==> config.mk <==
export PLATFORM = sky130hd
export DESIGN_NAME = sound_sequencer
export DESIGN_NICKNAME = d
export VERILOG_FILES = /design/src/rtl/sound_pkg.sv /design/src/rtl/melody_rom.sv /design/src/rtl/sound_sequencer.sv
export SDC_FILE = /design/constraint.sdc
export NUM_CORES = 1
export LEC_CHECK = 0
export CORE_MARGIN = 3
export CORE_UTILIZATION = 55
export CTS_CLUSTER_DIAMETER = 40
export DETAILED_ROUTE_END_ITERATION = 10
export HOLD_SLACK_MARGIN = 0.15
export MAX_ROUTING_LAYER = met4
export PLACE_DENSITY = 0.75
export SYNTH_ARGS = -nofsm -noshare
export SYNTH_HDL_FRONTEND = slang
export SYNTH_SLANG_ARGS = --single-unit
==> constraint.sdc <==
create_clock -name clk -period 6.5 [get_ports clk]
set_clock_uncertainty 0.1 [all_clocks]
set_input_delay 0.65 -clock clk [delete_from_list [all_inputs] [get_ports clk]]
set_output_delay 0.65 -clock clk [all_outputs]
set_load 0.1 [all_outputs]
==> src/rtl/sound_pkg.sv <==
// Shared types and melody table for the sound sequencer.
// Event codes, FSM states, ROM entry layout, ROM base addresses,
// fixed-priority event selection and the melody ROM contents.
package sound_pkg;

  typedef enum logic [2:0] {
    EV_FWD   = 3'd0,
    EV_BACK  = 3'd1,
    EV_RIGHT = 3'd2,
    EV_LEFT  = 3'd3,
    EV_WIN   = 3'd4,
    EV_LOSE  = 3'd5,
    EV_NONE  = 3'd7
  } sndEvent_t;

  typedef enum logic [1:0] {
    ST_IDLE,
    ST_LOAD,
    ST_PLAY,
    ST_GAP
  } seqState_t;

  typedef struct packed {
    logic [15:0] period;
    logic [7:0]  dur;
  } romEntry_t;

  localparam int ROM_ADDR_W = 5;

  // Each melody is a run of notes terminated by a dur==0 entry.
  localparam logic [4:0] BASE_FWD   = 5'd0;
  localparam logic [4:0] BASE_BACK  = 5'd2;
  localparam logic [4:0] BASE_RIGHT = 5'd4;
  localparam logic [4:0] BASE_LEFT  = 5'd6;
  localparam logic [4:0] BASE_WIN   = 5'd8;
  localparam logic [4:0] BASE_LOSE  = 5'd13;

  // Pending-bit positions follow the event codes; bits 0..3 are the jumps.
  localparam logic [5:0] JUMP_MASK = 6'b001111;

  function automatic logic [4:0] baseAddr(input sndEvent_t ev);
    case (ev)
      EV_FWD:   return BASE_FWD;
      EV_BACK:  return BASE_BACK;
      EV_RIGHT: return BASE_RIGHT;
      EV_LEFT:  return BASE_LEFT;
      EV_WIN:   return BASE_WIN;
      EV_LOSE:  return BASE_LOSE;
      default:  return 5'd0;
    endcase
  endfunction

  // Preemption class: LOSE beats WIN beats any jump; jumps share a class.
  function automatic logic [1:0] eventClass(input sndEvent_t ev);
    case (ev)
      EV_LOSE: return 2'd2;
      EV_WIN:  return 2'd1;
      default: return 2'd0;
    endcase
  endfunction

  // Fixed priority LOSE > WIN > FWD > BACK > RIGHT > LEFT.
  function automatic sndEvent_t pickEvent(input logic [5:0] pend);
    if (pend[5])      return EV_LOSE;
    else if (pend[4]) return EV_WIN;
    else if (pend[0]) return EV_FWD;
    else if (pend[1]) return EV_BACK;
    else if (pend[2]) return EV_RIGHT;
    else if (pend[3]) return EV_LEFT;
    else              return EV_NONE;
  endfunction

  // Melody table: {half-period in clk cycles, duration in ticks}.
  function automatic romEntry_t romLookup(input logic [4:0] addr);
    romEntry_t e;
    case (addr)
      5'd0:    e = {16'd12000, 8'd40};
      5'd2:    e = {16'd14000, 8'd40};
      5'd4:    e = {16'd13000, 8'd30};
      5'd6:    e = {16'd13500, 8'd30};
      5'd8:    e = {16'd24000, 8'd100};
      5'd9:    e = {16'd19000, 8'd100};
      5'd10:   e = {16'd16000, 8'd100};
      5'd11:   e = {16'd12000, 8'd100};
      5'd13:   e = {16'd16000, 8'd150};
      5'd14:   e = {16'd20000, 8'd150};
      5'd15:   e = {16'd30000, 8'd150};
      default: e = {16'd0, 8'd0};
    endcase
    return e;
  endfunction

endpackage

==> src/rtl/melody_rom.sv <==
// Melody ROM with a single-cycle registered read port.
module melody_rom
  import sound_pkg::*;
(
  input  logic                  clk,
  input  logic [ROM_ADDR_W-1:0] addr,
  output romEntry_t             data
);

  // Registered read: data holds the entry addressed on the previous edge.
  always_ff @(posedge clk) begin
    data <= romLookup(addr);
  end

endmodule

==> src/rtl/sound_sequencer.sv <==
// Sound event sequencer: synchronizes and edge-detects game sound requests,
// arbitrates them by fixed priority and plays the selected melody note by
// note onto the square-wave tone generator.
// Build option: define SOUND_QUEUE_EN to keep non-preempting requests that
// arrive while busy pending (played afterwards); otherwise they are dropped.
module sound_sequencer
  import sound_pkg::*;
#(
  parameter int TICK_DIV  = 25175,
  parameter int GAP_TICKS = 10
)
(
  input  logic        clk,
  input  logic        reset,
  input  logic        jump_forward,
  input  logic        jump_backward,
  input  logic        jump_right,
  input  logic        jump_left,
  input  logic        win,
  input  logic        lose,
  output logic [15:0] tone_period,
  output logic        tone_en,
  output logic        busy,
  output logic [2:0]  active_event,
  output logic        done
);

  localparam int PRE_W = (TICK_DIV > 1) ? $clog2(TICK_DIV) : 1;
  localparam logic [PRE_W-1:0] PRE_LAST = PRE_W'(TICK_DIV - 1);
  localparam logic [7:0] GAP_LAST = 8'(GAP_TICKS - 1);

  logic [5:0] reqRaw, syncP0, syncP1, syncP2, rise;
  logic [5:0] allowMask, clearMask, pending, pendingNext;
  seqState_t  state, nextState;
  sndEvent_t  curEvent, nextEvent, candidate;
  logic [3:0] noteIdx, nextIdx;
  logic [PRE_W-1:0] presc, nextPresc;
  logic [7:0] tickCnt, nextTick;
  logic       tickWrap, preempt, startNew, restart, doneNext;
  logic [4:0] romAddr;
  romEntry_t  romData;

  assign reqRaw = {lose, win, jump_left, jump_right, jump_backward, jump_forward};
  assign rise   = syncP1 & ~syncP2;

  // Two-flop synchronizer plus one history stage for rising-edge detection.
  always_ff @(posedge clk or posedge reset) begin
    if (reset) begin
      syncP0 <= '0;
      syncP1 <= '0;
      syncP2 <= '0;
    end else begin
      syncP0 <= reqRaw;
      syncP1 <= syncP0;
      syncP2 <= syncP1;
    end
  end

  // Which new edges may register as pending given what is currently playing.
  always_comb begin
    allowMask = '1;
`ifndef SOUND_QUEUE_EN
    if (state != ST_IDLE) begin
      case (eventClass(curEvent))
        2'd0:    allowMask = 6'b110000;
        2'd1:    allowMask = 6'b100000;
        default: allowMask = 6'b000000;
      endcase
    end
`endif
  end

  // Next-state, counter, pending and ROM-address logic.
  always_comb begin
    nextState = state;
    nextEvent = curEvent;
    nextIdx   = noteIdx;
    clearMask = '0;
    doneNext  = 1'b0;
    restart   = 1'b0;
    candidate = pickEvent(pending);
    tickWrap  = (presc == PRE_LAST);
    preempt   = (state != ST_IDLE) && (candidate != EV_NONE) &&
                (eventClass(candidate) > eventClass(curEvent));
    startNew  = preempt || ((state == ST_IDLE) && (candidate != EV_NONE));

    if (startNew) begin
      nextState = ST_LOAD;
      nextEvent = candidate;
      nextIdx   = 4'd0;
      restart   = 1'b1;
      clearMask = 6'b000001 << candidate;
      if (eventClass(candidate) != 2'd0) clearMask = clearMask | JUMP_MASK;
    end else begin
      case (state)
        ST_LOAD: begin
          restart = 1'b1;
          if (romData.dur == 8'd0) begin
            nextState = ST_IDLE;
            nextEvent = EV_NONE;
            doneNext  = 1'b1;
          end else begin
            nextState = ST_PLAY;
          end
        end
        ST_PLAY: begin
          if (tickWrap && (tickCnt == romData.dur - 8'd1)) begin
            nextState = ST_GAP;
            restart   = 1'b1;
          end
        end
        ST_GAP: begin
          if (tickWrap && (tickCnt == GAP_LAST)) begin
            nextState = ST_LOAD;
            nextIdx   = noteIdx + 4'd1;
            restart   = 1'b1;
          end
        end
        default: nextState = ST_IDLE;
      endcase
    end

    if (restart) begin
      nextPresc = '0;
      nextTick  = '0;
    end else if (tickWrap) begin
      nextPresc = '0;
      nextTick  = tickCnt + 8'd1;
    end else begin
      nextPresc = presc + 1'b1;
      nextTick  = tickCnt;
    end

    pendingNext = (pending | (rise & allowMask)) & ~clearMask;
    // Address from next-cycle event/index so the registered ROM is valid in LOAD.
    romAddr     = baseAddr(nextEvent) + {1'b0, nextIdx};
  end

  melody_rom uRom (
    .clk  (clk),
    .addr (romAddr),
    .data (romData)
  );

  // Sequencer state, counters and pending requests.
  always_ff @(posedge clk or posedge reset) begin
    if (reset) begin
      state    <= ST_IDLE;
      curEvent <= EV_NONE;
      noteIdx  <= '0;
      presc    <= '0;
      tickCnt  <= '0;
      pending  <= '0;
    end else begin
      state    <= nextState;
      curEvent <= nextEvent;
      noteIdx  <= nextIdx;
      presc    <= nextPresc;
      tickCnt  <= nextTick;
      pending  <= pendingNext;
    end
  end

  // Registered outputs, computed from the state being entered.
  always_ff @(posedge clk or posedge reset) begin
    if (reset) begin
      tone_period  <= '0;
      tone_en      <= 1'b0;
      busy         <= 1'b0;
      active_event <= EV_NONE;
      done         <= 1'b0;
    end else begin
      tone_period  <= (nextState == ST_PLAY) ? romData.period : 16'd0;
      tone_en      <= (nextState == ST_PLAY);
      busy         <= (nextState != ST_IDLE);
      active_event <= (nextState == ST_IDLE) ? EV_NONE : nextEvent;
      done         <= doneNext;
    end
  end

endmodule
# Yosys cells after proc, flatten, opt, wreduce, memory -nomap -nowiden
# Memories as Yosys holds them, arrays and structs flattened. A register that Yosys moved wholly into a read port is not among the register bits.
# Cells that the tools add are included.
# totals
reg_bits,102
mem_bits_ro,320
inputBits,8
output_inout_bits,22
elab_cells,101
memories,1
# op_classes
add_sub_neg,5
order_cmp,1
eq_ne,18
shift,1
n_mux,39
bitwise_logic,6
reduce_logical,14
# mem_list
name,depth,width,rd,rd_ports_with_merged_regs,write_ports,line,text
(no name shown),16,20,1,1,0,sound_pkg.sv:76,case (addr)
# ops
operator,n
15-bit two-way mux,2
3-bit two-way mux,10
4-bit one-hot mux with 5 select lines,1
6-bit AND,3
"3-bit equality test, second input constant",6
16-bit two-way mux,1
4-bit two-way mux,4
8-bit two-way mux,2
"15-bit by 1-bit adder with 15-bit output, second input constant",1
"15-bit equality test, second input constant",1
2-bit two-way mux,6
6-bit two-way mux,2
6-bit inverter,2
6-bit one-hot mux with 2 select lines,1
"8-bit by 1-bit adder with 8-bit output, second input constant",1
"8-bit by 4-bit equality test with 1-bit output, second input constant",1
8-bit equality test,1
8-bit zero test,1
2-bit one-hot mux with 2 select lines,2
2-bit nonzero test,4
"8-bit by 1-bit subtractor with 8-bit output, second input constant",1
"2-bit equality test, second input constant",3
"3-bit by 2-bit equality test with 1-bit output, second input constant",2
2-bit zero test,3
other kinds (13),23

# Logic depth before layout (Yosys ltp)
# Gate-level depths: netlist (run 1).
# logic_depth
depth_word,17
mapped_depth,18
mapped_depth_nobuf,18

# Cells and area by module
# A second synthesis (run 1) with hierarchy kept.
# hier_totals
cells_unflattened,421
area_unflattened_um2,4495.6
# by_module_without_submodules
mod,n_inst,cells_per_inst,area_each_um2,seq_area_each_um2
sound_sequencer,1,326,3574.7,1959.4
melody_rom,1,95,920.9,380.4

# Worst setup path before layout (run 1)
# OpenSTA, ideal clock, no wires.
# synth_path
path_kind,reg2reg
startpoint,reg curEvent[2]
endpoint,"reg, netlist name uRom.data[17]"
setup_ns,0.065
arrival_ns,3.811
required_time_ns,6.335
setup_slack_ns,2.524
stages_incl_launch_ff,16
n_path_buf,0
period_less_slack_ns,3.976
cell_sequence,dfstp_2 > nor2b_1 > nand2_1 > ha_1 > nor2b_1 > o21ai_0 > a22oi_1 > mux2_2 > nand3_1 > inv_1 > ha_1 > fa_1 > inv_1 > ha_1 > mux4_2 > nor2_1
# synth_via
elab_chain_len,9
elab_cells_between_ends,17
cone_classes,add/sub: 1; order compare: 1; eq/ne: 7; mux: 6; reduce/logical: 2
# synth_lines
element,line,text
from (decl),sound_sequencer.sv:35,"sndEvent_t curEvent, nextEvent, candidate;"
from (signal assigned),sound_sequencer.sv:156,curEvent <= nextEvent;
3-bit equality test,sound_pkg.sv:55,case (ev)
2-bit one-hot mux with 2 select lines,sound_pkg.sv:55,
2-bit > comparator,sound_sequencer.sv:84,(eventClass(candidate) > eventClass(curEvent));
1-bit logical AND,sound_sequencer.sv:83,preempt = (state != ST_IDLE) && (candidate != EV_NONE) &&
1-bit logical OR,sound_sequencer.sv:85,startNew = preempt || ((state == ST_IDLE) && (candidate != EV_NONE));
3-bit two-way mux,sound_sequencer.sv:87,if (startNew) begin
"3-bit equality test, or another cell as far along",sound_pkg.sv:42,case (ev)
4-bit one-hot mux with 5 select lines,sound_pkg.sv:42,
5-bit by 4-bit adder with 5-bit output *,sound_sequencer.sv:136,"romAddr = baseAddr(nextEvent) + {1'b0, nextIdx};"
# Every way passes the cells marked *; elsewhere a longest branch is shown, timed or not.
# A chain may end at the register's enable or synchronous reset.

# Worst setup path after layout (run 1)
# layout_path
startpoint,reg curEvent[2]
endpoint,"reg, netlist name uRom.data[18]"
# layout_via
elab_chain_len,9
elab_cells_between_ends,17
cone_classes,add/sub: 1; order compare: 1; eq/ne: 7; mux: 6; reduce/logical: 2
# layout_lines
element,line
3-bit equality test,sound_pkg.sv:55
2-bit one-hot mux with 2 select lines,sound_pkg.sv:55
2-bit > comparator,sound_sequencer.sv:84
1-bit logical AND,sound_sequencer.sv:83
1-bit logical OR,sound_sequencer.sv:85
3-bit two-way mux,sound_sequencer.sv:87
"3-bit equality test, or another cell as far along",sound_pkg.sv:42
4-bit one-hot mux with 5 select lines,sound_pkg.sv:42
5-bit by 4-bit adder with 5-bit output *,sound_sequencer.sv:136
# Marks and branches as above.

==> results of run 1 <==
[stage by stage]
stage	instance area [µm²]	util (%)	hold slack (ps)	setup slack, ps	cells
CTS	4756	64.53	257.9	1102	536
floorplan	4245	-	231.2	2524	408
finish	4756	64.53	255.3	1137	536
detailed placement	4563	61.92	235.5	1127	520
global route	4756	64.53	265.0	600.7	536
global placement	4563	61.92	232.3	1326	520
[cells by family (layout without fill, tap and decap cells)]
family	after synthesis	after routing
compound gates	45	45
other cells	1	3
simple gates	167	167
fa+ha+maj	21	21
xor+xnor	36	36
mux	5	5
buf+inv	37	66
flops	94	94
[worst register-to-register path, cell delays in order, from the launching register on]
cell     delay, ps
dfstp_2        530
nor2b_1        190
nand2_1        100
ha_1           300
nor2b_1        120
o21ai_0        150
a22oi_1        860
mux2_2         460
nand3_1        110
inv_1           50
ha_1           200
fa_1           410
xor2_1         680
inv_1          430
mux4_2         530
nor2_1          90
[flip-flops by register name, indices dropped and copies added, names as in the netlist, 2 cells and up]
name,count
tickCnt,8
uRom.data,19
curEvent,3
syncP2,6
noteIdx,4
active_event,3
state,2
syncP0,6
tone_period,13
presc,15
syncP1,6
pending,6
[synth_stat cells, types with 2 or more instances]
master and n:
mux4_2 2, and2_4 9, or3_1 2, a211oi_1 4, nor3_1 8, ha_1 20, a311oi_1 2, and2_1 3
and2_2 4, mux2_2 2, inv_1 23, clkbuf_1 7, a21o_1 3, nor2_1 54, xor2_1 15, dfrtp_1 69
and3_1 2, nand2_1 38, or2_2 4, nor2b_1 5, nor3b_1 2, o21ai_0 4, a21oi_1 18, nand2b_1 5
dfxtp_1 19, o22ai_1 2, xnor2_1 21, and4b_1 2, nor4b_1 3, nor4_1 2, buf_2 2, nand4_1 9
dfstp_2 6, o31ai_1 2, a31oi_1 6, buf_4 3, nand3_1 9
[final timing paths]
check	startpoint	endpoint
hold reg to reg	syncP0[4]$_DFF_PP0_	syncP1[4]$_DFF_PP0_
hold / removal	syncP0[4]$_DFF_PP0_	syncP1[4]$_DFF_PP0_
setup reg to reg	curEvent[2]$_DFF_PP1_	uRom.data[18]$_SDFF_PP0_
setup / recovery	curEvent[2]$_DFF_PP1_	uRom.data[18]$_SDFF_PP0_
min in group asynchronous	reset	presc[5]$_DFF_PP0_
max in group asynchronous	reset	curEvent[2]$_DFF_PP1_
[routing by layer]
metal  global-route usage, %  vias to the layer above  wire length (µm)
li1                        -                     1390                 -
met1                   25.37                     1341              3556
met2                   26.61                       47              3175
met3                   5.208                       10               239
met4                   5.897                        0                72
met5                       -                        -                 0
[cell usage in the layout, fill, tap and decap left out, drive strengths merged, types with 2 or more instances in the layout]
cell type and instances:
a211oi 4, nor2 54, o31ai 2, a31oi 6
and3 2, xnor2 21, and4b 2, xor2 15
a21oi 18, a21o 3, o22ai 2, mux4 2
a311oi 2, clkinvlp 2, dfstp 6, nand4 10
nor2b 5, dfxtp 19, nand3 9, clkinv 2
o21ai 4, ha 20, nand2 38, clkdlybuf4s50 26
and2 16, mux2 2, clkbuf 10, conb 3
nor3b 2, nand2b 6, or2 4, nor3 8
or3 2, nor4b 3, dfrtp 69, nor4 3
inv 25
[layout make-up]
class / count / area share (%)
inverters: 23 / 1.815
multi-input cells: 277 / 38.28
flip-flops and latches: 94 / 47.62
well taps: 99 / 2.605
clock buffers: 10 / 2.894
clock inverters: 6 / 1.158
repair buffers: 27 / 5.630
==> impl_metrics.ini, run 1 <==
[status]
outcome = finished clean

[route]
dr_total_vias = 2788
ant_nets = 0
wl_per_cell_um = 13.14
drt-initial-drc-count = 171
routed_wl_um = 7043
drc = 0
via_per_inst = 5.201
drt_pass1_iterations = 4

[setup_path]
rrSetupSlack_ps = 1140
startpoint_type = flop
worstSetupPathDepth = 15
cp_num_buf_inv = 2
slowest_stage = a22oi_1
cp_top_family = compound AO/OA/AOI/OAI gates
max_stage_delay_ps = 860
crit_type = reg -> reg
worstPathRequired_ps = 6700
crit_arrival_ps = 5560
end_kind = flop
crit_chain = nor2b_1 > nand2_1 > ha_1 > nor2b_1 > o21ai_0 > a22oi_1 > mux2_2 > nand3_1 > inv_1 > ha_1 > fa_1 > xor2_1 > inv_1 > mux4_2 > nor2_1
crit_fanout = 15
ff2ff_path_depth = 15

[min_path]
holdPathStages = 0
hp-class = reg -> reg

[synth]
synth_compound_area_share_pct = 6.791
synth_top_family_by_area = simple AND/OR/NAND/NOR gates
ys_seq_area_share_pct = 53.44
synthFlopType = dfrtp_1
synth_top_area_share_pct = 40.74
netlist_area_um2 = 4238
synthXorXnorAreaFrac_pct = 7.440
synth_top_area_cell = dfrtp_1
synth_area_per_cell_um2 = 10.44
synth_adder_area_share_pct = 6.377
ys_ff_latch = 94
ys_async_sr_fraction_pct = 79.79
syn_inst = 406
synthMuxAreaShare_pct = 1.831
synthTopCellsByArea = dfrtp_1, dfxtp_1, ha_1
yosys.cell_types.count = 52
synth-simple-area-share_pct = 20.25
yosysWarnings = 0
synth-edff-count = 0

[clock_network]
post-cts-setup-buffer-count = 0
htree_levels = 3
worstSkewPairLatency_ps = 360
root_buffer = clkbuf_8
cts_resized = 0
clkTransAtPathRegs_ps = 90
clkSinkCount = 94
cts_hold_buffers = 0
clockBufferDepth = 2
tritoncts = built
numCtsBuffers = 9

[placed_design]
dp_hpwl_um = 4974
place_congestion = 0.9134
place.port_buffers = 26

[cells_and_area]
seq_area_um2 = 2265
drive_above_1_share_pct = 11.44
syn_to_final_growth_pct = 12.22
diodes = 0
fillCellCount = 612
nets = 461
multi_input_area_um2 = 1821

[timing]
hold_violations = 0
drv_slew = 0
tightest_slew_ps = 1036
min_period_over_period_pct = 82.51
setup_violations = 0
tns_ps = 0
max_freq_ghz = 0.1865
relSlewSlack_pct = 30.92
fin_crit_ps = 5363
rsz0062_at_grt = false

[die]
initial_core_util_pct = 57.50
die_h_um = 93.78
fp.coreArea_um2 = 7370
rows = 31
die_x_um = 93.78
num_io_pins = 30
die_area_um2 = 8795

[grt]
track_usage_pct = 18.44
grt_pass1_wl_um = 12520
grt_antenna_before_repair = 0
grt_max_degree = 47
grt_pass1_vias = 2702
grt-ovfl-total = 0

[run]
cap_violations = 0
Power of run 1 is left out: the tool's default activity adds up to more than one toggle a clock period on the data nets, which glitch-free logic cannot reach.
==> inputs of run 2 (changes only) <==
Clock period 6.5 ns to 5.2 ns, I/O delays scaled along.
==> impl_metrics.ini, run 2 (same netlist as run 1, synthesis figures left out) <==
[route]
routed_wl_um = 7460
drc = 0
ant_nets = 0
drt-initial-drc-count = 112
wl_per_cell_um = 13.84
dr_total_vias = 2821
drt_pass1_iterations = 4
via_per_inst = 5.234

[clock_network]
worstSkewPairLatency_ps = 360
tritoncts = built
cts_resized = 0
root_buffer = clkbuf_8
htree_levels = 3
cts_hold_buffers = 0
clkSinkCount = 94
clockBufferDepth = 2
numCtsBuffers = 9
clkTransAtPathRegs_ps = 90
post-cts-setup-buffer-count = 0

[timing]
fin_hold_ws_ps = 244.7
min_period_over_period_pct = 88.76
drv_slew = 0
hold_violations = 0
setup_violations = 0
max_freq_ghz = 0.2167
worst_slack_ps = 584.3
tns_ps = 0
tightest_slew_ps = 998.2
fin_crit_ps = 4616
rsz0062_at_grt = false
relSlewSlack_pct = 32.97

[setup_path]
rrSetupSlack_ps = 580
cp_num_buf_inv = 2
crit_fanout = 7
cp_top_family = adder cells
crit_arrival_ps = 4810
crit_path_frequent_cell = ha_1
ff2ff_path_depth = 15
r2r-start = curEvent[2]$_DFF_PP1_
end_kind = flop
crit_chain = nor2b_1 > nand2_1 > ha_1 > nor2b_1 > o21ai_0 > a22oi_1 > mux2_2 > nand3_1 > inv_1 > ha_1 > fa_1 > inv_1 > ha_1 > mux4_2 > nor2_1
crit_start = curEvent[2]$_DFF_PP1_
crit_type = reg -> reg
slowest_stage = fa_1
startpoint_type = flop
max_stage_delay_ps = 620
worstPathRequired_ps = 5400
timing.rr.end = uRom.data[17]$_SDFF_PP0_

[grt]
grt_antenna_before_repair = 0
grt_pass1_vias = 2749
grt_max_degree = 43
track_usage_pct = 19.27
grt_pass1_wl_um = 13100
grt-ovfl-total = 0

[cells_and_area]
multi_input_area_um2 = 1821
top_register = uRom.data
nets = 464
largest_reg_flops = 19
final_util_pct = 65.23
drive_above_1_share_pct = 12.05
fillCellCount = 613
syn_to_final_growth_pct = 13.43
diodes = 0
top_regs = uRom.data: 19 flops, presc: 15 flops, tone_period: 13 flops
layout_commonest_cell = dfrtp_1
seq_area_um2 = 2265
final_cell_mix = dfrtp_1, nor2_1, nand2_1

[die]
die_x_um = 93.78
fp.coreArea_um2 = 7370
die_area_um2 = 8795
die_h_um = 93.78
rows = 31
num_io_pins = 30
initial_core_util_pct = 57.50

[min_path]
hp-class = reg -> reg
holdPathStages = 0
hp-start = syncP0[4]$_DFF_PP0_
hold_end = syncP1[4]$_DFF_PP0_

[status]
outcome = finished clean

[placed_design]
place_congestion = 0.9331
place.port_buffers = 26
dp_hpwl_um = 5293
pre_cts_slack_ps = 658.2

[run]
cap_violations = 0
run 2: worst max path at each step:
stage | endpoint | slack [ps] | cells past startpoint
global route | uRom.data[13]$_SDFF_PP0_ | 130 | 14
floorplan | uRom.data[17]$_SDFF_PP0_ | 1220 | 15
global placement | uRom.data[17]$_SDFF_PP0_ | 850 | 15
finish | uRom.data[17]$_SDFF_PP0_ | 580 | 15
detailed placement | uRom.data[17]$_SDFF_PP0_ | 660 | 15
CTS | uRom.data[17]$_SDFF_PP0_ | 610 | 15
run 2: area by class of cell:
class / count / area share (%)
Tap cell: 99 / 2.577
Clock inverter: 7 / 2.030
Timing Repair Buffer: 30 / 6.039
Clock buffer: 9 / 2.577
Multi-Input combinational cell: 277 / 37.87
Inverter: 23 / 1.796
Sequential cell: 94 / 47.11
run 2: per-stage QoR:
stage / instance area [µm²] / instances
final: 4807 / 539
after floorplan: 4245 / 408
after global routing: 4807 / 539
after detailed placement: 4586 / 523
after CTS: 4807 / 539
after global placement: 4586 / 523
run 2: routing by layer:
metal / up-vias / part of all wire [%] / GRT usage, %
met4: 0 / 1.2 / 4.332
met1: 1370 / 47 / 25.62
met2: 46 / 48 / 29.86
li1: 1396 / - / -
met3: 9 / 3.3 / 5.208
met5: - / 0 / -
Power of run 2 is left out for the same reason.
==> inputs of run 3 (changes only) <==
Settings changed: CORE_MARGIN 3 to 5, TNS_END_PERCENT from default to 50.
==> impl_metrics.ini, run 3 (same netlist as run 1, synthesis figures left out) <==
[status]
outcome = finished clean

[min_path]
hold_end = syncP1[4]$_DFF_PP0_
hp-class = reg -> reg
holdPathStages = 0
hp-start = syncP0[4]$_DFF_PP0_

[timing]
min_period_over_period_pct = 89.45
fin_crit_ps = 4651
max_freq_ghz = 0.2150
tns_ps = 0
worst_slack_ps = 548.9
drv_slew = 0
setup_violations = 0
relSlewSlack_pct = 34.04
rsz0062_at_grt = false
tightest_slew_ps = 982.3
hold_violations = 0

[die]
num_io_pins = 30
die_area_um2 = 9561
rows = 32
fp.coreArea_um2 = 7607
die_h_um = 97.78
initial_core_util_pct = 55.71
die_x_um = 97.78

[grt]
grt_antenna_before_repair = 0
grtUsageMet2_pct = 27.20
grt-ovfl-total = 0
track_usage_pct = 17.35
met3_usage_pct = 3.786
grt.met1_usage_pct = 22.35
grt_max_degree = 42
grt_pass1_vias = 2857
grt_pass1_wl_um = 13250
grt_busiest_layer = met2

[route]
drc = 0
via_per_inst = 5.220
dr_total_vias = 2829
routed_wl_um = 7367
ant_nets = 0
wl_per_cell_um = 13.59
drt-initial-drc-count = 99
drt_pass1_iterations = 4

[placed_design]
place.port_buffers = 26
pre_cts_slack_ps = 600.1
post-place-cells = 526
dp_hpwl_um = 5363
place_congestion = 0.9006

[cells_and_area]
fillCellCount = 637
nets = 464
largest_reg_flops = 19
drive_above_1_share_pct = 11.82
top_register = uRom.data
seq_area_um2 = 2265
syn_to_final_growth_pct = 12.96
layout_commonest_cell = dfrtp_1
final_cell_mix = dfrtp_1, nor2_1, nand2_1
top_regs = uRom.data: 19 flops, presc: 15 flops, tone_period: 13 flops
multi_input_area_um2 = 1821
diodes = 0
finalNonFillerCells = 542

[setup_path]
timing.rr.end = uRom.data[13]$_SDFF_PP0_
end_kind = flop
startpoint_type = flop
crit_type = reg -> reg
cp_num_buf_inv = 3
crit_arrival_ps = 4770
max_stage_delay_ps = 780
r2r-start = curEvent[2]$_DFF_PP1_
crit_fanout = 13
worstPathRequired_ps = 5320
slowest_stage = xnor2_1
rrSetupSlack_ps = 550
cp_top_family = compound AO/OA/AOI/OAI gates
crit_chain = nor2b_1 > nand2_1 > ha_1 > nor2b_1 > o21ai_0 > a22oi_1 > buf_4 > mux2_2 > inv_1 > nand3_1 > inv_1 > ha_1 > a21o_1 > a21oi_1 > xnor2_1 > nor2_1 > a211oi_1 > a311oi_1
ff2ff_path_depth = 18

[clock_network]
cts_hold_buffers = 0
htree_levels = 3
clockBufferDepth = 2
tritoncts = built
root_buffer = clkbuf_8
post-cts-setup-buffer-count = 0
worstSkewPairLatency_ps = 360
cts_resized = 0
numCtsBuffers = 9
clkSinkCount = 94
clkTransAtPathRegs_ps = 90

[run]
cap_violations = 0
run 3: layout make-up:
type / instances / share of cell area (%)
Sequential cell: 94 / 47.31
Multi-Input combinational cell: 277 / 38.03
Timing Repair Buffer: 30 / 6.064
Clock buffer: 10 / 2.666
Tap cell: 102 / 2.666
Inverter: 23 / 1.803
Clock inverter: 6 / 1.464
run 3: routing by layer:
metal | vias to the layer above | part of all wire, %
li1 | 1400 | -
met1 | 1363 | 45
met2 | 56 | 50
met3 | 10 | 3.2
met4 | 0 | 1.3
met5 | - | 0
run 3: how the worst max path moves through the flow:
stage / startpoint / to / slack (ps) / depth (start not counted)
after floorplan: curEvent[2]$_DFF_PP1_ / uRom.data[17]$_SDFF_PP0_ / 1220 / 15
after global placement: curEvent[2]$_DFF_PP1_ / uRom.data[17]$_SDFF_PP0_ / 780 / 17
after detailed placement: curEvent[2]$_DFF_PP1_ / uRom.data[13]$_SDFF_PP0_ / 600 / 17
after CTS: curEvent[2]$_DFF_PP1_ / uRom.data[13]$_SDFF_PP0_ / 570 / 17
after global routing: curEvent[2]$_DFF_PP1_ / uRom.data[13]$_SDFF_PP0_ / 190 / 17
final: curEvent[2]$_DFF_PP1_ / uRom.data[13]$_SDFF_PP0_ / 550 / 18
run 3: stage by stage:
step	instance area, µm²	util, %	hold slack, ps
floorplan	4245	-	231.2
global placement	4589	60.33	232.1
detailed placement	4589	60.33	235.8
CTS	4787	62.93	256.4
global route	4787	62.93	263.7
finish	4787	62.93	252.0
Power of run 3 is left out for the same reason.
==> patch 1 (config.mk and constraints of run 3) <==
Take the reset off `pending` and load it in a clocked block of its own.
--- a/src/rtl/sound_sequencer.sv
+++ b/src/rtl/sound_sequencer.sv
@@ -152,3 +152,2 @@
       tickCnt  <= '0;
-      pending  <= '0;
     end else begin
@@ -159,4 +158,7 @@
       tickCnt  <= nextTick;
-      pending  <= pendingNext;
     end
+  end
+
+  always_ff @(posedge clk) begin
+    pending <= pendingNext;
   end
Behaviour: differs if reset is asserted again (counterexample within 10 cycles, from zero or initial values and one cycle with reset high); with reset held inactive, the same outputs for 10 cycles.
==> patch 1 against run 3 <==
  * Fmax down 0.37%
  * Wire length grew 0.24%
  * Area after synthesis up 2.3%
  * Cell area increased by 2.1%
  * Via count is 3.7% higher
  * Worst setup slack worse by 0.017 ns
  * Sequential cell count stayed put
  * Critical endpoint is now uRom.data[4]
Power is not shown: default switching activity piles up to over one toggle a cycle in this logic, so the estimate is an artifact.
==> patch 1: results (changes against run 3) <==
Status
  – Result of the run: completed (unchanged)

Detailed routing
  – First DRT Iteration DRCs: 119 (was 99)
  – Detail-routed net length per standard cell: 13.3 um (was 13.6 um)
  – Via count: 2934 (was 2829)

Synth
  – Distinct cell type count after synthesis: 61 (was 52)
  – Portion of the post-synthesis area used by sequential elements: 51.5% (was 53.4%)
  – Top cell types by occurrence after synthesis: 63 x sky130_fd_sc_hd__dfrtp_1, 53 x sky130_fd_sc_hd__nor2_1, 36 x sky130_fd_sc_hd__nand2_1, 25 x sky130_fd_sc_hd__dfxtp_1, 22 x sky130_fd_sc_hd__a21oi_1 (was 69 x sky130_fd_sc_hd__dfrtp_1, 54 x sky130_fd_sc_hd__nor2_1, 38 x sky130_fd_sc_hd__nand2_1, 23 x sky130_fd_sc_hd__inv_1, 21 x sky130_fd_sc_hd__xnor2_1)
  – Share of synthesized flip-flops with an asynchronous set or reset: 73.4% (was 79.8%)

GRT
  – Overall Global Routing Usage: 16.9% (was 17.4%)
  – Pin count of the biggest net entering global routing: 70 (was 42)
  – Wire length of the first global-routing pass: 13200 um (about the same)
  – Vias in the first global route: 2871 (was 2857)

Worst setup path
  – Worst reg2reg path depth: 15 (was 18)
  – Worst reg-to-reg setup slack: 0.53 ns (was 0.55 ns)
  – Slowest stage delay, CP: 0.87 ns (was 0.78 ns)
  – Worst reg2reg path endpoint: uRom.data[4] (was uRom.data[13])
  – Crit Path Max Fanout: 17 (was 13)
  – Arrival time worst endpoint: 4.88 ns (was 4.77 ns)

Layout
  – Filler cell count: 652 (was 637)
  – Layout net count: 479 (was 464)
  – Proportion of layout cells with a drive suffix above 1: 10.8% (was 11.8%)

Timing
  – Worst Max-Slew Pin Slew: 1.12 ns (was 0.982 ns)

Placement
  – Post-detailed-placement half-perimeter wirelength: 5230 um (was 5360 um)
  – GP Congestion: 0.885 (was 0.901)
  – Post-placement setup slack: 0.675 ns (was 0.600 ns)

Hold path
  – Startpoint of the lowest-slack hold path: syncP0[2] (was syncP0[4])
patch 1: per-layer routing:
metal | GRT usage (%) | wire (um) | up-vias | share of wire, %
met1 | 21.8 | 3550 | 1411 | 48
met5 | - | 0 | - | 0
met2 | 26.8 | 3500 | 31 | 47
li1 | - | - | 1484 | -
met3 | 3.61 | 226 | 8 | 3.1
met4 | 5.25 | 109 | 0 | 1.5
patch 1: how the worst max path moves through the flow:
| stage | startpoint | end | slack [ns] | cells past startpoint |
|---|---|---|---|---|
| after detailed placement | curEvent[2] | uRom.data[4] | 0.67 | 15 |
| after global routing | curEvent[2] | uRom.data[4] | 0.05 | 15 |
| final | curEvent[2] | uRom.data[4] | 0.53 | 15 |
| after floorplan | curEvent[2] | uRom.data[20] | 1.23 | 17 |
| after global placement | curEvent[2] | uRom.data[20] | 0.83 | 16 |
| after CTS | curEvent[2] | uRom.data[4] | 0.54 | 15 |
patch 1: stage by stage:
step           instance area, um2  hold slack [ns]  utilization [%]  cells
6_report                     4890            0.253             63.6    557
4_1_cts                      4890            0.256             63.6    557
3_5_place_dp                 4670            0.236             60.8    541
2_1_floorplan                4340            0.231                -    424
5_1_grt                      4890            0.268             63.6    557
3_3_place_gp                 4670            0.233             60.8    541
patch 1: cells by family after synthesis:
| family | Yosys count | synth area share (%) |
|---|---|---|
| xor+xnor | 30 | 6.41 |
| simple gates | 182 | 22.9 |
| mux | 4 | 0.981 |
| fa+ha+maj | 21 | 6.23 |
| compound gates | 57 | 8.34 |
| other cells | 1 | 0.0865 |
| buf+inv | 33 | 3.55 |
| flops | 94 | 51.5 |
patch 1: cell type report:
cell class                      count  area share [%]
Sequential cell                    94            45.7
Multi-Input combinational cell    297            40.0
Timing Repair Buffer               30            5.94
Clock buffer                       10            2.81
Tap cell                          102            2.61
Clock inverter                      6            1.59
Inverter                           18            1.38
patch 1: worst register-to-register path, cell delays in order (launching register included):
cell and delay, ns:
sky130_fd_sc_hd__dfstp_2 0.54, sky130_fd_sc_hd__nor2b_1 0.18, sky130_fd_sc_hd__nand2_1 0.09, sky130_fd_sc_hd__ha_1 0.29, sky130_fd_sc_hd__nor2b_1 0.15, sky130_fd_sc_hd__o21ai_0 0.18, sky130_fd_sc_hd__a22oi_1 0.48, sky130_fd_sc_hd__mux2_2 0.44
sky130_fd_sc_hd__nand3_1 0.10, sky130_fd_sc_hd__o21ai_0 0.09, sky130_fd_sc_hd__ha_1 0.34, sky130_fd_sc_hd__a21oi_1 0.09, sky130_fd_sc_hd__xnor2_1 0.87, sky130_fd_sc_hd__nand2_1 0.30, sky130_fd_sc_hd__nor3_1 0.26, sky130_fd_sc_hd__a21o_1 0.12
==> patch 2 (config.mk and constraints of run 3) <==
Made on the original files. Build with the macro `SOUND_QUEUE_EN` defined.
--- a/src/rtl/sound_sequencer.sv
+++ b/src/rtl/sound_sequencer.sv
@@ -5,2 +5,4 @@
 // arrive while busy pending (played afterwards); otherwise they are dropped.
+`define SOUND_QUEUE_EN
+
 module sound_sequencer
Function: no difference found for any inputs over 10 cycles, from zero or initial values and one cycle with reset high; that may be too few to reach the edited logic, so the function may still have changed.
==> patch 2 against run 3 <==
  * Worst setup slack improved by 0.30 ns
  * Cell area up 1.4%
  * Die area is 1.6% higher
  * Area after synthesis is 1.8% higher
  * Sequential cell count stayed put
  * Wire length rose by 8.2%
  * Critical endpoint is now uRom.data[17]
Power is left out: the tool's default activity adds up to more than one toggle a clock period on the data nets, which glitch-free logic cannot reach.
==> patch 2: results (changes against run 3) <==
Worst setup path
  – Crit Path Max Fanout: 11 (was 13)
  – Critical Path RT: 5.38 ns (was 5.32 ns)
  – Timing startpoint of the critical path: curEvent[0] (was curEvent[2])

Layout
  – Filler cell count: 650 (was 637)
  – Proportion of layout cells with a drive suffix above 1: 10.0% (was 11.8%)
  – Layout net count: 484 (was 464)

GRT
  – Vias in the first global route: 3092 (was 2857)
  – GR Util met3: 4.39% (was 3.79%)
  – Met2 routing resource usage after global routing: 30.0% (was 27.2%)
  – Wire length of the first global-routing pass: 14200 um (was 13200 um)
  – Overall Global Routing Usage: 18.4% (was 17.4%)
  – Met1 routing resource usage after global routing: 22.7% (was 22.4%)
  – Pin count of the biggest net entering global routing: 76 (was 42)

Detailed routing
  – First DRT Iteration DRCs: 123 (was 99)
  – Length of routed met3 wiring: 188 um (was 235 um)
  – Total Wirelength: 7970 um (was 7370 um)
  – Routed length on met1: 3730 um (was 3340 um)
  – Sum of met2 wire segment lengths after detailed routing: 3980 um (was 3690 um)

Clocking
  – Number of buffers inserted during clock tree synthesis: 9 (unchanged)
  – Clock slew seen by the registers of the worst setup and hold paths: 0.10 ns

Placement
  – Post-detailed-placement half-perimeter wirelength: 5640 um (was 5360 um)
  – DP Area: 0.00466 mm2 (was 0.00459 mm2)
  – GP Congestion: 0.904 (was 0.901)

Status
  – Result of the run: completed (unchanged)

Synth
  – Top cell types by occurrence after synthesis: 69 x sky130_fd_sc_hd__dfrtp_1, 55 x sky130_fd_sc_hd__nand2_1, 51 x sky130_fd_sc_hd__nor2_1, 23 x sky130_fd_sc_hd__a21oi_1, 22 x sky130_fd_sc_hd__xnor2_1 (was 69 x sky130_fd_sc_hd__dfrtp_1, 54 x sky130_fd_sc_hd__nor2_1, 38 x sky130_fd_sc_hd__nand2_1, 23 x sky130_fd_sc_hd__inv_1, 21 x sky130_fd_sc_hd__xnor2_1)

Timing
  – Worst Max-Slew Pin Slew: 0.980 ns (was 0.982 ns)
patch 2: cells by family after synthesis:
family | after synthesis | share of synthesized area (%)
simple gates | 184 | 21.6
other cells | 1 | 0.0869
flops | 94 | 52.5
xor+xnor | 34 | 6.90
compound gates | 55 | 8.44
fa+ha+maj | 21 | 6.26
mux | 2 | 0.493
buf+inv | 35 | 3.74
patch 2: worst max-delay path: stages (launching register included):
cell and delay (ns):
sky130_fd_sc_hd__dfstp_2 0.55, sky130_fd_sc_hd__nand3b_1 0.08, sky130_fd_sc_hd__ha_1 0.28, sky130_fd_sc_hd__nor2b_1 0.16, sky130_fd_sc_hd__o21ai_2 0.09, sky130_fd_sc_hd__a21oi_2 0.47, sky130_fd_sc_hd__mux2_2 0.42, sky130_fd_sc_hd__inv_1 0.09
sky130_fd_sc_hd__and3_1 0.17, sky130_fd_sc_hd__o21bai_1 0.12, sky130_fd_sc_hd__ha_1 0.28, sky130_fd_sc_hd__a21oi_1 0.27, sky130_fd_sc_hd__xor2_1 0.64, sky130_fd_sc_hd__nand2_1 0.16, sky130_fd_sc_hd__and2_1 0.20, sky130_fd_sc_hd__o22ai_1 0.17
patch 2: metrics by stage:
step / hold slack (ns) / utilization (%) / std cells / setup slack [ns]
floorplan: 0.231 / - / 428 / 1.52
global placement: 0.234 / 60.6 / 546 / 0.995
detailed placement: 0.236 / 60.6 / 546 / 0.907
CTS: 0.259 / 63.2 / 562 / 0.867
global route: 0.277 / 63.2 / 562 / 0.543
finish: 0.256 / 63.2 / 562 / 0.850
patch 2: final cells by class:
class	instances	area, um2	share of cell area, %
clock inverter	6	68.8	1.42
sequential	94	2260	46.6
inverter	21	78.8	1.62
timing repair buffer	30	290	5.98
clock buffer	10	128	2.63
tap	102	128	2.63
multi-input combinational	299	1900	39.1
